File: src/rtl/mem_pkg.sv
// Shared definitions for the two-port memory arbiter: FSM state encoding,
// requester port IDs and access size codes.
package mem_pkg;

  // Arbiter sequencing states
  typedef enum logic [1:0] {
    ST_IDLE  = 2'd0,
    ST_ISSUE = 2'd1,
    ST_WAIT  = 2'd2,
    ST_DONE  = 2'd3
  } state_t;

  // Requester identifiers, also used as the grant / last-grant encoding
  localparam logic PORT_F = 1'b0;
  localparam logic PORT_D = 1'b1;

  // Access size codes understood by the memory controller
  localparam logic [1:0] SIZE_BYTE = 2'd0;
  localparam logic [1:0] SIZE_HALF = 2'd1;
  localparam logic [1:0] SIZE_WORD = 2'd2;

  // Address and data widths of both requester ports and the controller
  localparam int ADDR_W = 16;
  localparam int DATA_W = 16;

endpackage

File: src/rtl/mem_arb_pick.sv
// Combinational winner select for the memory arbiter.
// A lone requester always wins. On a tie the port that did not receive the
// previous grant wins; with last_grant_i tied to PORT_F this degenerates to
// fixed D-over-F priority.
module mem_arb_pick
  import mem_pkg::*;
(
  input  logic F_req_i,
  input  logic D_req_i,
  input  logic last_grant_i,
  output logic grant_valid_o,
  output logic grant_port_o
);

  // Pick a winner among the pending requests
  always_comb begin
    grant_valid_o = F_req_i | D_req_i;
    grant_port_o  = PORT_F;
    if (F_req_i && D_req_i) begin
      grant_port_o = (last_grant_i == PORT_D) ? PORT_F : PORT_D;
    end else if (D_req_i) begin
      grant_port_o = PORT_D;
    end
  end

endmodule

File: src/rtl/mem_arbiter.sv
// Two-port arbiter sharing one memory controller between instruction fetch
// (port F, read-only) and load/store (port D, read/write).
// Optional build macro: MEM_ARB_RR_EN -- round-robin tie breaking using a
// one-bit last-grant register; undefined gives fixed D-over-F priority.
module mem_arbiter
  import mem_pkg::*;
#(
  parameter logic [1:0] FETCH_SIZE = SIZE_HALF
) (
  input  logic              I_clk,
  input  logic              I_reset,
  // fetch port
  input  logic              F_req,
  input  logic [ADDR_W-1:0] F_addr,
  output logic              F_ack,
  output logic [DATA_W-1:0] F_data,
  // load/store port
  input  logic              D_req,
  input  logic              D_write,
  input  logic [1:0]        D_size,
  input  logic [ADDR_W-1:0] D_addr,
  input  logic [DATA_W-1:0] D_data,
  output logic              D_ack,
  output logic [DATA_W-1:0] D_rdata,
  // status
  output logic              O_busy,
  // memory controller
  output logic              C_exec,
  output logic              C_write,
  output logic [1:0]        C_size,
  output logic [ADDR_W-1:0] C_addr,
  output logic [DATA_W-1:0] C_data,
  input  logic [DATA_W-1:0] C_rdata,
  input  logic              C_data_ready,
  input  logic              C_ready
);

  state_t              state_q;
  logic                grant_q;       // port owning the current transaction
  logic                first_wait_q;  // set during the first WAIT cycle
  logic                busy_q;
  logic                exec_q;
  logic                f_ack_q;
  logic                d_ack_q;
  logic [DATA_W-1:0]   f_data_q;
  logic [DATA_W-1:0]   d_rdata_q;
  logic                c_write_q;
  logic [1:0]          c_size_q;
  logic [ADDR_W-1:0]   c_addr_q;
  logic [DATA_W-1:0]   c_data_q;

  logic                pick_valid;
  logic                pick_port;
  logic                last_grant;
  logic                grant_now;

  // A grant happens only from IDLE with the controller ready
  assign grant_now = (state_q == ST_IDLE) && C_ready && pick_valid;

`ifdef MEM_ARB_RR_EN
  logic last_q;
  logic last_d;

  assign last_d = grant_now ? pick_port : last_q;

  // Remember the most recent winner; resetting to F makes D win the first tie
  always_ff @(posedge I_clk) begin
    if (!I_reset) begin
      last_q <= PORT_F;
    end else begin
      last_q <= last_d;
    end
  end

  assign last_grant = last_q;
`else
  // Pretending F always won last keeps D ahead on every tie
  assign last_grant = PORT_F;
`endif

  mem_arb_pick u_pick (
    .F_req_i       (F_req),
    .D_req_i       (D_req),
    .last_grant_i  (last_grant),
    .grant_valid_o (pick_valid),
    .grant_port_o  (pick_port)
  );

  // Transaction sequencer with registered controller and requester outputs
  always_ff @(posedge I_clk) begin
    if (!I_reset) begin
      state_q      <= ST_IDLE;
      grant_q      <= PORT_F;
      first_wait_q <= 1'b0;
      busy_q       <= 1'b0;
      exec_q       <= 1'b0;
      f_ack_q      <= 1'b0;
      d_ack_q      <= 1'b0;
      f_data_q     <= '0;
      d_rdata_q    <= '0;
      c_write_q    <= 1'b0;
      c_size_q     <= '0;
      c_addr_q     <= '0;
      c_data_q     <= '0;
    end else begin
      // strobes are single-cycle unless re-asserted below
      exec_q  <= 1'b0;
      f_ack_q <= 1'b0;
      d_ack_q <= 1'b0;
      case (state_q)
        ST_IDLE: begin
          if (grant_now) begin
            grant_q <= pick_port;
            if (pick_port == PORT_D) begin
              c_write_q <= D_write;
              c_size_q  <= D_size;
              c_addr_q  <= D_addr;
              c_data_q  <= D_data;
            end else begin
              // fetches are always half-word style reads with no store data
              c_write_q <= 1'b0;
              c_size_q  <= FETCH_SIZE;
              c_addr_q  <= F_addr;
              c_data_q  <= '0;
            end
            // exec is visible during the ISSUE cycle itself
            exec_q  <= 1'b1;
            busy_q  <= 1'b1;
            state_q <= ST_ISSUE;
          end
        end
        ST_ISSUE: begin
          first_wait_q <= 1'b1;
          state_q      <= ST_WAIT;
        end
        ST_WAIT: begin
          first_wait_q <= 1'b0;
          if (c_write_q) begin
            // controller still shows ready for a cycle after exec, so the
            // first WAIT cycle cannot signal store completion
            if (C_ready && !first_wait_q) begin
              d_ack_q <= 1'b1;
              state_q <= ST_DONE;
            end
          end else if (C_data_ready) begin
            if (grant_q == PORT_D) begin
              d_rdata_q <= C_rdata;
              d_ack_q   <= 1'b1;
            end else begin
              f_data_q <= C_rdata;
              f_ack_q  <= 1'b1;
            end
            state_q <= ST_DONE;
          end
        end
        ST_DONE: begin
          // requests are ignored here so requesters can drop or change req
          busy_q  <= 1'b0;
          state_q <= ST_IDLE;
        end
        default: begin
          busy_q  <= 1'b0;
          state_q <= ST_IDLE;
        end
      endcase
    end
  end

  assign F_ack   = f_ack_q;
  assign F_data  = f_data_q;
  assign D_ack   = d_ack_q;
  assign D_rdata = d_rdata_q;
  assign O_busy  = busy_q;
  assign C_exec  = exec_q;
  assign C_write = c_write_q;
  assign C_size  = c_size_q;
  assign C_addr  = c_addr_q;
  assign C_data  = c_data_q;

endmodule

File: config.mk
export PLATFORM = sky130hd
export DESIGN_NAME = mem_arbiter
export DESIGN_NICKNAME = d
export VERILOG_FILES = /design/src/rtl/mem_pkg.sv /design/src/rtl/mem_arb_pick.sv /design/src/rtl/mem_arbiter.sv
export SDC_FILE = /design/constraint.sdc
export NUM_CORES = 1
export LEC_CHECK = 0
export ABC_AREA = 1
export BUFFER_PORTS_ARGS = -buffer_cell sky130_fd_sc_hd__buf_2
export CORE_MARGIN = 1.5
export CORE_UTILIZATION = 46
export DETAILED_ROUTE_END_ITERATION = 10
export PLACE_DENSITY_LB_ADDON = 0.1
export SYNTH_ARGS = -nofsm -noshare
export SYNTH_HDL_FRONTEND = slang
export SYNTH_HIERARCHICAL = 1
export SYNTH_SLANG_ARGS = --single-unit
File: constraint.sdc
create_clock -name I_clk -period 1.9 [get_ports I_clk]
set_input_delay 0.19 -clock I_clk [delete_from_list [all_inputs] [get_ports I_clk]]
set_output_delay 0.19 -clock I_clk [all_outputs]
set_load 0.02 [all_outputs]
==> impl_table.tex <==
\begin{tabular}{lr}
\hline
Metric & Value \\
\hline
\multicolumn{2}{l}{\textbf{Die}} \\
\quad Die Span Y & 83.5 µm \\
\quad Initial core utilization & 0.472 \\
\quad DIE AREA & 6970 µm² \\
\quad Number of primary I/O pins & 144 \\
\quad Area of the core region & 6310 µm² \\
\quad X dimension of the die & 83.5 µm \\
\quad Placement Rows & 29 \\
\multicolumn{2}{l}{\textbf{Critical path}} \\
\quad Slowest cell on crit path & inv\_2 \\
\quad Launch point of the critical path & state\_q[0]\$\_SDFFE\_PN0P\_ \\
\quad Worst endpoint data arrival time & 1.85 ns \\
\quad Crit. End Element & flop \\
\quad Worst Path Max Fanout & 34 \\
\quad Depth of the critical timing path with buffers and inverters included & 6 \\
\quad Worst Setup Path Type & reg -> reg \\
\quad Count of buffer and inverter cells on the critical path & 2 \\
\quad CP required & 2.13 ns \\
\quad Critical path, cell by cell & inv\_1 > ha\_1 > nand3\_4 > inv\_2 > nand3\_1 > o211a\_1 \\
\quad FF-to-FF Start & state\_q[0]\$\_SDFFE\_PN0P\_ \\
\quad Critical Path Max Stage Delay & 0.41 ns \\
\quad Critical path startpoint category & flop \\
\quad Top cell family by delay on the critical path & buffers and inverters \\
\quad Worst reg-to-reg path cell count & 6 \\
\multicolumn{2}{l}{\textbf{Global route}} \\
\quad Wire length of the first global-routing pass & 11.7 mm \\
\quad Via count of the first global-routing pass & 2668 \\
\quad Largest net degree at the start of global routing & 35 \\
\quad Residual overflow from global routing & 0 \\
\quad Antenna violations before repair & 0 \\
\quad Total GRT Usage & 0.205 \\
\multicolumn{2}{l}{\textbf{Synth}} \\
\quad Simple-gate share of the synthesized area & 0.253 \\
\quad Number of synthesized register bits & 75 \\
\quad Register area share after synthesis & 0.504 \\
\quad Mux share of post-synthesis cell area & 0 \\
\quad Post-synthesis cell count & 362 \\
\quad Yosys cell types & 29 \\
\quad Yosys warnings & 6 \\
\quad Most area-hungry cell type in the Yosys netlist & dfxtp\_1 \\
\quad Fraction of the mapped netlist area in adder cells & 0.0168 \\
\quad Fraction of registers with async set or reset after synthesis & 0 \\
\quad Main combinational cell family by area after synthesis & simple AND/OR/NAND/NOR gates \\
\quad Predominant post-synthesis flop cell & dfxtp\_1 \\
\quad Commonest cells in the synthesized netlist & 75 x dfxtp\_1, 73 x nand2\_1, 58 x nor2\_1 \\
\quad Leading cell type by number of instances after synthesis & dfxtp\_1 \\
\quad Share of the synthesized area in the top cell type & 0.504 \\
\quad Synthesized-area fraction occupied by ao, oa, aoi and oai cells & 0.155 \\
\quad Post-synth EDFFs & 0 \\
\quad Cell area after synthesis & 2980 µm² \\
\quad Xor and xnor area share after synthesis & 0 \\
\quad Synthesized net count & 439 \\
\quad Main area contributors after synthesis & dfxtp\_1 50\%, nand2\_1 9.2\%, nor2\_1 7.3\%, o211a\_1 5.4\%, a21oi\_1 4.0\% \\
\quad Avg Inst Size Synth & 8.23 µm² \\
\multicolumn{2}{l}{\textbf{Power}} \\
\quad Sw Pwr & 1.43 mW \\
\quad Part of the total power dissipated in combinational logic & 0.286 \\
\quad Part of the total power dissipated in sequential elements & 0.456 \\
\quad PD cells & 1090 nW/µm² \\
\quad Clk pwr share & 0.257 \\
\quad Maximum vdd drop & 0.000615 V \\
\quad Switching portion of total power & 0.341 \\
\quad Internal power of the cells & 2.77 mW \\
\quad Leakage & 2.01 nW \\
\multicolumn{2}{l}{\textbf{Route}} \\
\quad Number of routed nets with antenna violations & 0 \\
\quad Vias per inst & 4.89 \\
\quad Initial detailed-routing violation count & 48 \\
\quad Number of remaining DRC errors & 0 \\
\quad Detailed-router iteration count before antenna repair & 4 \\
\quad Routed wire length per instance & 12.0 µm \\
\quad Vias post-DR & 2836 \\
\quad Wire length after detailed routing & 6.98 mm \\
\multicolumn{2}{l}{\textbf{Timing}} \\
\quad Final TNS setup & 0 ns \\
\quad Setup repair after global routing missed its margin & no \\
\quad Final critical-path share of the clock period & 0.857 \\
\quad Final-report hold violation count & 0 \\
\quad Maximum achievable frequency & 0.614 GHz \\
\quad Number of pins with negative max-slew slack in the final report & 0 \\
\quad Total of endpoints with negative setup slack in the final report & 0 \\
\quad Final critical path time including I/O delays and setup & 1.63 ns \\
\quad Clk\_skew & 0.00867 ns \\
\quad Worst relative slew slack & 0.555 \\
\quad Post-Route Hold Slack & 0.0632 ns \\
\quad Measured slew at the worst slew-check pin & 0.666 ns \\
\multicolumn{2}{l}{\textbf{Worst hold path}} \\
\quad Depth of the worst hold-timing path & 3 \\
\quad Type of the tightest min-delay check & in -> reg \\
\quad Origin of the worst min-delay path & D\_size[0] \\
\multicolumn{2}{l}{\textbf{CTS}} \\
\quad Clock Latency Late Sink & 0.34 ns \\
\quad CTS HTree Levels & 3 \\
\quad Clock tree from TritonCTS & done \\
\quad Clock tree root driver cell & clkbuf\_8 \\
\quad Num CTS Buffers & 9 \\
\quad Clock-pin transition on the worst setup and hold timing paths & 0.07 ns \\
\quad Clock tree buffer depth & 2 \\
\quad TritonCTS sink count & 75 \\
\quad \# Post-CTS Setup Buffers & 0 \\
\quad Number of hold buffers added after CTS & 0 \\
\quad Post-cts repair resize count & 0 \\
\multicolumn{2}{l}{\textbf{Layout}} \\
\quad Proportion of layout cells with a drive suffix above 1 & 0.372 \\
\quad Fillers & 634 \\
\quad Combined area of the multi-input logic cells & 1270 µm² \\
\quad Inserted Diodes & 0 \\
\quad Final cell utilization of the core & 0.610 \\
\quad Area growth from synthesis to final layout & 29.3\% \\
\quad Register cell area after layout & 1500 µm² \\
\quad Final Instance Count excl. Fillers & 580 \\
\quad Post-layout nets & 577 \\
\multicolumn{2}{l}{\textbf{Run}} \\
\quad Number of maximum-capacitance constraint violations & 0 \\
\multicolumn{2}{l}{\textbf{Place}} \\
\quad Number of buffers added on ports & 143 \\
\quad Placer Congestion & 0.778 \\
\quad Total half-perimeter wirelength after legalization and detailed placement & 4.90 mm \\
\quad Total instance count after detailed placement & 566 \\
\multicolumn{2}{l}{\textbf{Outcome}} \\
\quad Run status & finished, final reports clean \\
\hline
\end{tabular}
[layout by cell type, fill, tap and decap left out, types with 11 or more instances in the layout]
cell      count
o21ai_0      24
o21ai_1      11
buf_2       143
nor2_2       13
dfxtp_1      75
nand2_1      73
nand3_1      19
o211a_1      16
nor2_1       58
a21oi_1      24
clkbuf_8     11
[routing by layer]
layer,part of all wire,track usage,vias to the layer above
met5,0,0,-
met4,0.022,0.104,0
met3,0.065,0.0534,14
met2,0.47,0.341,96
met1,0.44,0.244,1274
li1,-,-,1452
[power groups by stage]
stage	logic, mW	clock network [mW]	registers (mW)
CTS	1.22	1.11	1.92
floorplan	0.603	0	2.20
global route	1.34	1.17	1.95
finish	1.20	1.08	1.92
detailed placement	1.21	0	1.95
global placement	1.19	0	1.95
[worst reg2reg max path, stage by stage (launching register included)]
cell and delay (ns):
dfxtp_1 0.33, inv_1 0.10, ha_1 0.23, nand3_4 0.13, inv_2 0.41, nand3_1 0.16, o211a_1 0.15
[cell type report]
type,count,share of cell area
Clock inverter,2,0.00325
Sequential cell,75,0.390
Tap cell,77,0.0250
Clock buffer,12,0.0403
Multi-Input combinational cell,252,0.330
Inverter,14,0.0156
Timing Repair Buffer,148,0.196
[flip-flops by register name, indices dropped and copies added, names as in the netlist]
signal and flops:
C_addr 16, C_data 16, C_exec 1, C_size 2, C_write 1, D_ack 1, D_rdata 16, F_ack 1
F_data 16, O_busy 1, first_wait_q 1, grant_q 1, state_q 2
[cell families after synthesis]
group                    Yosys count
AO/OA/AOI/OAI                     76
adder cells (fa/ha/maj)            4
buffers and inverters             35
flip-flops                        75
other                              1
AND/OR/NAND/NOR                  171
[worst paths after layout]
kind	endpoint	slack (ns)
min	C_size[0]$_SDFFE_PN0P_	0.06
max reg2reg	C_addr[5]$_SDFFE_PN0P_	0.27
max	C_addr[5]$_SDFFE_PN0P_	0.27
min reg2reg	C_data[5]$_SDFFE_PN0P_	0.46
[metrics by stage]
step | setup slack [ns] | area, µm² | power (mW)
after global routing | 0.0696 | 3850 | 4.46
after detailed placement | 0.261 | 3680 | 3.16
after global placement | 0.379 | 3680 | 3.14
after floorplan | 0.585 | 2980 | 2.81
final | 0.272 | 3850 | 4.20
after CTS | 0.251 | 3850 | 4.24
Power figures use the tool's default switching activity.
